$ cat src/rtl/pipe_pkg.sv
// Shared types for the decode/issue interlock: scoreboard entry layout and
// forward-select encoding.
package pipe_pkg;

  // Widest register address a scoreboard entry can hold; REG_AW must not exceed it.
  localparam int unsigned MAX_AW = 8;

  // Forward-select value meaning "take the operand from the register file".
  localparam int unsigned SEL_RF = 0;

  typedef struct packed {
    logic              valid;
    logic [MAX_AW-1:0] rd;
    logic              we;
    logic              is_load;
  } sb_entry_t;

endpackage

$ cat src/rtl/hazard_match.sv
// Compares one decode source register against every in-flight stage and
// reports the youngest producer plus whether that producer is a not-yet-ready load.
module hazard_match
  import pipe_pkg::*;
#(
  parameter int unsigned REG_AW     = 5,
  parameter int unsigned DEPTH      = 2,
  parameter int unsigned LOAD_STAGE = 2,
  parameter int unsigned SEL_W      = 2
) (
  input  logic                  use_src,
  input  logic [REG_AW-1:0]     src,
  input  sb_entry_t [DEPTH-1:0] entries,
  output logic [SEL_W-1:0]      sel,
  output logic                  load_hazard
);

  // Oldest-to-youngest scan so the youngest match is the last one written.
  always_comb begin
    sel         = SEL_W'(SEL_RF);
    load_hazard = 1'b0;
    for (int unsigned k = DEPTH; k >= 1; k--) begin
      if (use_src && (src != '0) && entries[k-1].valid && entries[k-1].we &&
          (entries[k-1].rd == MAX_AW'(src))) begin
        sel         = SEL_W'(k);
        load_hazard = entries[k-1].is_load && (k < LOAD_STAGE);
      end
    end
  end

endmodule

$ cat src/rtl/pipe_ctrl.sv
// In-order pipeline interlock: tracks in-flight destinations, selects operand
// forwarding, inserts load-use bubbles and kills decode on a taken branch.
module pipe_ctrl
  import pipe_pkg::*;
#(
  parameter int unsigned REG_AW     = 5,
  parameter int unsigned DEPTH      = 2,
  parameter int unsigned LOAD_STAGE = 2,
  parameter int unsigned CNT_W      = 16
) (
  input  logic                       clk,
  input  logic                       reset,
  input  logic                       dec_valid,
  input  logic [REG_AW-1:0]          dec_rs1,
  input  logic [REG_AW-1:0]          dec_rs2,
  input  logic [REG_AW-1:0]          dec_rd,
  input  logic                       dec_use_rs1,
  input  logic                       dec_use_rs2,
  input  logic                       dec_we,
  input  logic                       dec_is_load,
  input  logic                       branch_taken,
  output logic                       issue,
  output logic                       stall,
  output logic                       flush,
  output logic [$clog2(DEPTH+1)-1:0] fwd_rs1_sel,
  output logic [$clog2(DEPTH+1)-1:0] fwd_rs2_sel,
  output logic [CNT_W-1:0]           stall_cnt,
  output logic [CNT_W-1:0]           flush_cnt
);

  localparam int unsigned SEL_W = $clog2(DEPTH + 1);

  sb_entry_t [DEPTH-1:0] sb;
  sb_entry_t             dec_entry;
  logic [SEL_W-1:0]      sel1, sel2;
  logic                  lh1, lh2;
  logic                  active;

  // Nothing in decode, or reset in progress, means no hazard and no forwarding.
  assign active = dec_valid && !reset;

  hazard_match #(
    .REG_AW(REG_AW), .DEPTH(DEPTH), .LOAD_STAGE(LOAD_STAGE), .SEL_W(SEL_W)
  ) u_match_rs1 (
    .use_src(active && dec_use_rs1), .src(dec_rs1), .entries(sb),
    .sel(sel1), .load_hazard(lh1)
  );

  hazard_match #(
    .REG_AW(REG_AW), .DEPTH(DEPTH), .LOAD_STAGE(LOAD_STAGE), .SEL_W(SEL_W)
  ) u_match_rs2 (
    .use_src(active && dec_use_rs2), .src(dec_rs2), .entries(sb),
    .sel(sel2), .load_hazard(lh2)
  );

  always_comb begin
    flush       = branch_taken;
    stall       = (lh1 || lh2) && !branch_taken;
    issue       = dec_valid && !stall && !flush;
    fwd_rs1_sel = sel1;
    fwd_rs2_sel = sel2;
    dec_entry.valid   = 1'b1;
    dec_entry.rd      = MAX_AW'(dec_rd);
    dec_entry.we      = dec_we;
    dec_entry.is_load = dec_is_load;
  end

  // Scoreboard shifts every cycle; stage 1 gets the issued instruction or a bubble.
  always_ff @(posedge clk) begin
    if (reset) begin
      sb <= '0;
    end else begin
      for (int unsigned k = DEPTH - 1; k >= 1; k--) begin
        sb[k] <= sb[k-1];
      end
      sb[0] <= issue ? dec_entry : '0;
    end
  end

  always_ff @(posedge clk) begin
    if (reset) begin
      stall_cnt <= '0;
      flush_cnt <= '0;
    end else begin
      if (stall && (stall_cnt != '1)) stall_cnt <= stall_cnt + CNT_W'(1);
      if (flush && (flush_cnt != '1)) flush_cnt <= flush_cnt + CNT_W'(1);
    end
  end

endmodule

$ cat config.mk
export PLATFORM = sky130hd
export DESIGN_NAME = pipe_ctrl
export DESIGN_NICKNAME = d
export VERILOG_FILES = /design/src/rtl/pipe_pkg.sv /design/src/rtl/hazard_match.sv /design/src/rtl/pipe_ctrl.sv
export SDC_FILE = /design/constraint.sdc
export NUM_CORES = 1
export LEC_CHECK = 0
export BUFFER_PORTS_ARGS = -buffer_cell sky130_fd_sc_hd__buf_2
export CORE_ASPECT_RATIO = 0.75
export CORE_MARGIN = 2
export CORE_UTILIZATION = 50
export DETAILED_ROUTE_END_ITERATION = 10
export GPL_ROUTABILITY_DRIVEN = 0
export PLACE_DENSITY = 0.76
export SYNTH_ARGS = -nofsm -noshare
export SYNTH_HDL_FRONTEND = slang
export SYNTH_HIERARCHICAL = 1
export SYNTH_SLANG_ARGS = --single-unit
$ cat constraint.sdc
create_clock -name clk -period 4.5 [get_ports clk]
set_input_delay 0.675 -clock clk [delete_from_list [all_inputs] [get_ports clk]]
set_output_delay 0.675 -clock clk [all_outputs]
set_load 0.05 [all_outputs]
Word-level counts from Yosys, hierarchy flattened
Cells that the tools add are included.
{"block": "op_classes", "bitwise": 1, "n_reduce_logical": 29, "addsub": 2, "n_eq_ne": 6, "n_mux": 7}
{"operator": "$add 16x1->16 const B", "count": 2}
{"operator": "$eq 8x5->1", "count": 4}
{"operator": "$ne 16x16->1 const B", "count": 2}
{"operator": "$logic_and 1x1->1", "count": 22}
{"operator": "$mux 11", "count": 1}
{"operator": "$reduce_bool 5->1", "count": 2}
{"operator": "$mux 2", "count": 4}
{"operator": "$logic_not 1->1", "count": 3}
{"operator": "$mux 1", "count": 2}
{"operator": "$reduce_or 2->1", "count": 1}
{"operator": "$logic_or 1x1->1", "count": 1}
{"operator": "$not 1->1", "count": 1}
{"block": "totals", "output_inout_bits": 39, "regBits": 53, "inputBits": 23, "wordCells": 55}

Longest topological paths before layout
{"block": "depth", "ltp_word": 15, "depth_mapped": 11, "ltp_nobuf": 10}

Cells and area by module
Netlist, hierarchy kept.
{"mod": "pipe_ctrl", "instances": 1, "cells_per_inst": 225, "seq_area_each_um2": 960.9, "area_each_um2": 2075.7}
{"mod": "hazard_match", "instances": 2, "cells_per_inst": 22, "seq_area_each_um2": 0.0, "area_each_um2": 185.2}

Worst setup path before layout
No wires, ideal clock.
{"block": "synth_timing", "path_type": "input to output", "startpoint": "input dec_rs2[1]", "endpoint": "output issue", "arrival_ns": 3.793, "path_stages": 5, "setup_slack_ns": 0.032, "cell_sequence": "or4_4 o21ai_4 nor3_2 and2_1 nor4b_1"}
{"block": "synth_between", "elab_chain_len": 11, "elab_cells_between_ends": 12, "cone_classes": "1 x eq/ne; 1 x mux; 10 x reduce/logical"}
{"item": "start, declared", "line": "pipe_ctrl.sv:15", "rtl": "input logic [REG_AW-1:0] dec_rs2,"}
{"item": "$reduce_bool 5->1", "line": "hazard_match.sv:23", "rtl": "if (use_src && (src != '0) && entries[k-1].valid && entries[k-1].we &&"}
{"item": "$logic_and 1x1->1 (3 in a row)", "line": "hazard_match.sv:23"}
{"item": "$logic_and 1x1->1 *", "line": "hazard_match.sv:23"}
{"item": "$mux 1 *", "line": "hazard_match.sv:23"}
{"item": "named net lh2", "line": "pipe_ctrl.sv:36", "rtl": "logic lh1, lh2;"}
{"item": "$logic_or 1x1->1 *", "line": "pipe_ctrl.sv:58", "rtl": "stall = (lh1 || lh2) && !branch_taken;"}
{"item": "$logic_and 1x1->1 *", "line": "pipe_ctrl.sv:58"}
{"item": "$logic_not 1->1 *", "line": "pipe_ctrl.sv:59", "rtl": "issue = dec_valid && !stall && !flush;"}
{"item": "$logic_and 1x1->1 * (2 in a row)", "line": "pipe_ctrl.sv:59"}
{"item": "end, declared", "line": "pipe_ctrl.sv:22", "rtl": "output logic issue,"}
Mark *: on every way through the listed nets, which the timed path passes. The rest lies on a longest branch.

Worst setup path after layout
Ends and elaborated chain as after synthesis.

==> run metrics <==
status finished clean; part of the power in the clock network 34.8%; Least-Margin Pin Slew 820 ps; CTS sink count 47; largest net degree at the start of global routing 40; Die H 64.2 µm; IO buf count 61; Tcrit/Tclk final 71.5%; CP Buf/Inv Count 3; Combinational Power Share 8.5%; Hold WS 487 ps; worst reg-to-reg path cell count 9; critical path class input pin to primary output; via density per instance 5.75; final hold violation count 0; slowest stage cell, crit path or4_4; area occupied by registers 941 µm²; maximum clock frequency 311 MHz; Critical path origin dec_rs2[1]; slew margin rel. 44.9%; grt ovf 0; HPWL Detailed 4270 µm; PostCTS Resize Cnt 0; drc violations 0; TNS Setup 0 ps; footprint of the multi-input gates 1460 µm²; Cells after DPL 391; element type at the critical path end primary output; final instance area 2920 µm²; Worst Setup Start Kind input pin; setup violators final 0; critical path's most frequent cell buf_2; final wirelength 5820 µm; crit path DAT 2540 ps; Area after DPL 2820 µm²; # fillers 432; RSZ-0062 raised after global routing no; Num CTS Buffers 5; Setup Fix Bufs, Post-CTS 0; Flop pwr share 56.7%; Worst-path clk slew 90 ps; first-pass GRT wire length 10000 µm; Max IR drop VDD 0.000140 V; max_cap viols 0; number of DRC markers in iteration 0 110; Initial Util 53.2%; Cell Chain, Critical Path buf_2 > or4_4 > o21ai_4 > nor3_2 > and2_1 > nor4b_1 > buf_4 > buf_2; P per Cell Area 258 nW/µm²; DR vias 2295; sw power 0.000196 W; P_leak 1.15 nW; I/O pin count 62; Hold Path Class register to register; Int Power 0.000557 W; Layout Cells excl Fill 399; area grow syn2layout 20.5%; Yosys warnings 6; cell count after synthesis 267; clock latency on the worst-skew pair 300 ps; Hold Crit Start sb[1]; CTS root buffer clkbuf_8; DR WL/cell 14.6 µm; Rows 21; crit-path max FO 9; Critical Path RT 3830 ps; fin nets 366; CP top delay family simple AND/OR/NAND/NOR gates; Clock Skew 4.08 ps; slowest stage delay, CP 550 ps; DRT Pass-1 Iters 4; Stages on worst setup path 8; die area 5420 µm²; fraction of final layout cells with drive strength greater than 1 27.2%; CTS H-Tree Depth 2; Clock Tree Buf Depth 2; Final Power 0.000753 W; ant diodes 0; initial antenna violation count 0; antenna viol nets, final 0; vias in the first global route 2079; Hold Buf Count CTS 0; die width 84.3 µm; post-layout minimum cycle time 3220 ps; mapped cell area 2420 µm²; Switching Share 26.0%; Hold Path Depth 1; Syn Area/Cell 9.06 µm²; Core Region 4550 µm²; CTS tree built; GRT Util Overall 22.7%; Final Max Slew Viols 0; Crit Reg-Reg Startpoint sb[4]
-- routing by layer --
metal | global-route usage (%) | up-vias | wire length, µm
li1 | - | 1153 | -
met1 | 32.0 | 1081 | 2880
met2 | 35.9 | 57 | 2630
met3 | 5.04 | 4 | 275
met4 | 4.56 | 0 | 29
met5 | 0 | - | 0
-- cell usage in the layout (no fill, tap or decap), types with 4 or more instances in the layout --
cell      count
nand3_1       8
nor4_1        6
nor3_1        8
or3_1         9
xor2_1        7
nand2_1      12
and3_1       12
conb_1       12
and2_1        5
xnor2_1      14
nor2b_1       9
or4_1        12
o21ai_0       7
nor3_2        4
buf_2        61
inv_1         5
dfxtp_1      47
a21oi_1      21
o31ai_1      11
nor2_1       11
nand4_1      11
clkbuf_8      5
-- path summary, 6_finish.rpt --
path	end	slack, ps
setup / recovery	issue	1280
hold / removal	sb[12]	490
setup reg to reg	stall_cnt[14]	1800
hold reg to reg	sb[12]	490
-- cell type report --
type	instances	area share [%]
Clock buffer	5	2.36
Sequential cell	47	32.3
Tap cell	57	2.45
Inverter	6	0.772
Multi-Input combinational cell	217	50.1
Clock inverter	3	0.815
Timing Repair Buffer	64	11.2
-- power by group through the flow --
| stage | registers [W] | logic [W] | clock network, W |
|---|---|---|---|
| finish | 0.000427 | 0.0000639 | 0.000262 |
| global route | 0.000428 | 0.0000703 | 0.000288 |
| CTS | 0.000427 | 0.0000640 | 0.000268 |
| detailed placement | 0.000436 | 0.0000636 | 0 |
| global placement | 0.000436 | 0.0000629 | 0 |
| floorplan | 0.000441 | 0.0000334 | 0 |
-- metrics by stage --
step | utilization, % | setup slack (ps)
floorplan | - | 31.7
global placement | 62.1 | 1290
detailed placement | 62.1 | 1190
CTS | 64.2 | 1270
global route | 64.2 | 1170
finish | 64.2 | 1280
-- registers in the layout (all words and copies together) (netlist names) --
| register | count |
|---|---|
| sb | 15 |
| stall_cnt | 16 |
| flush_cnt | 16 |
-- worst reg2reg max path: cells and delay by family, from the launching register on --
kind	cells	cell delay [ps]
AOI/OAI and AO/OA	2	240
and+or+nand+nor	5	1640
xor gates and xnor gates	1	170
DFF	1	440
buffers and inverters	1	110
Power figures use the tool's default switching activity.
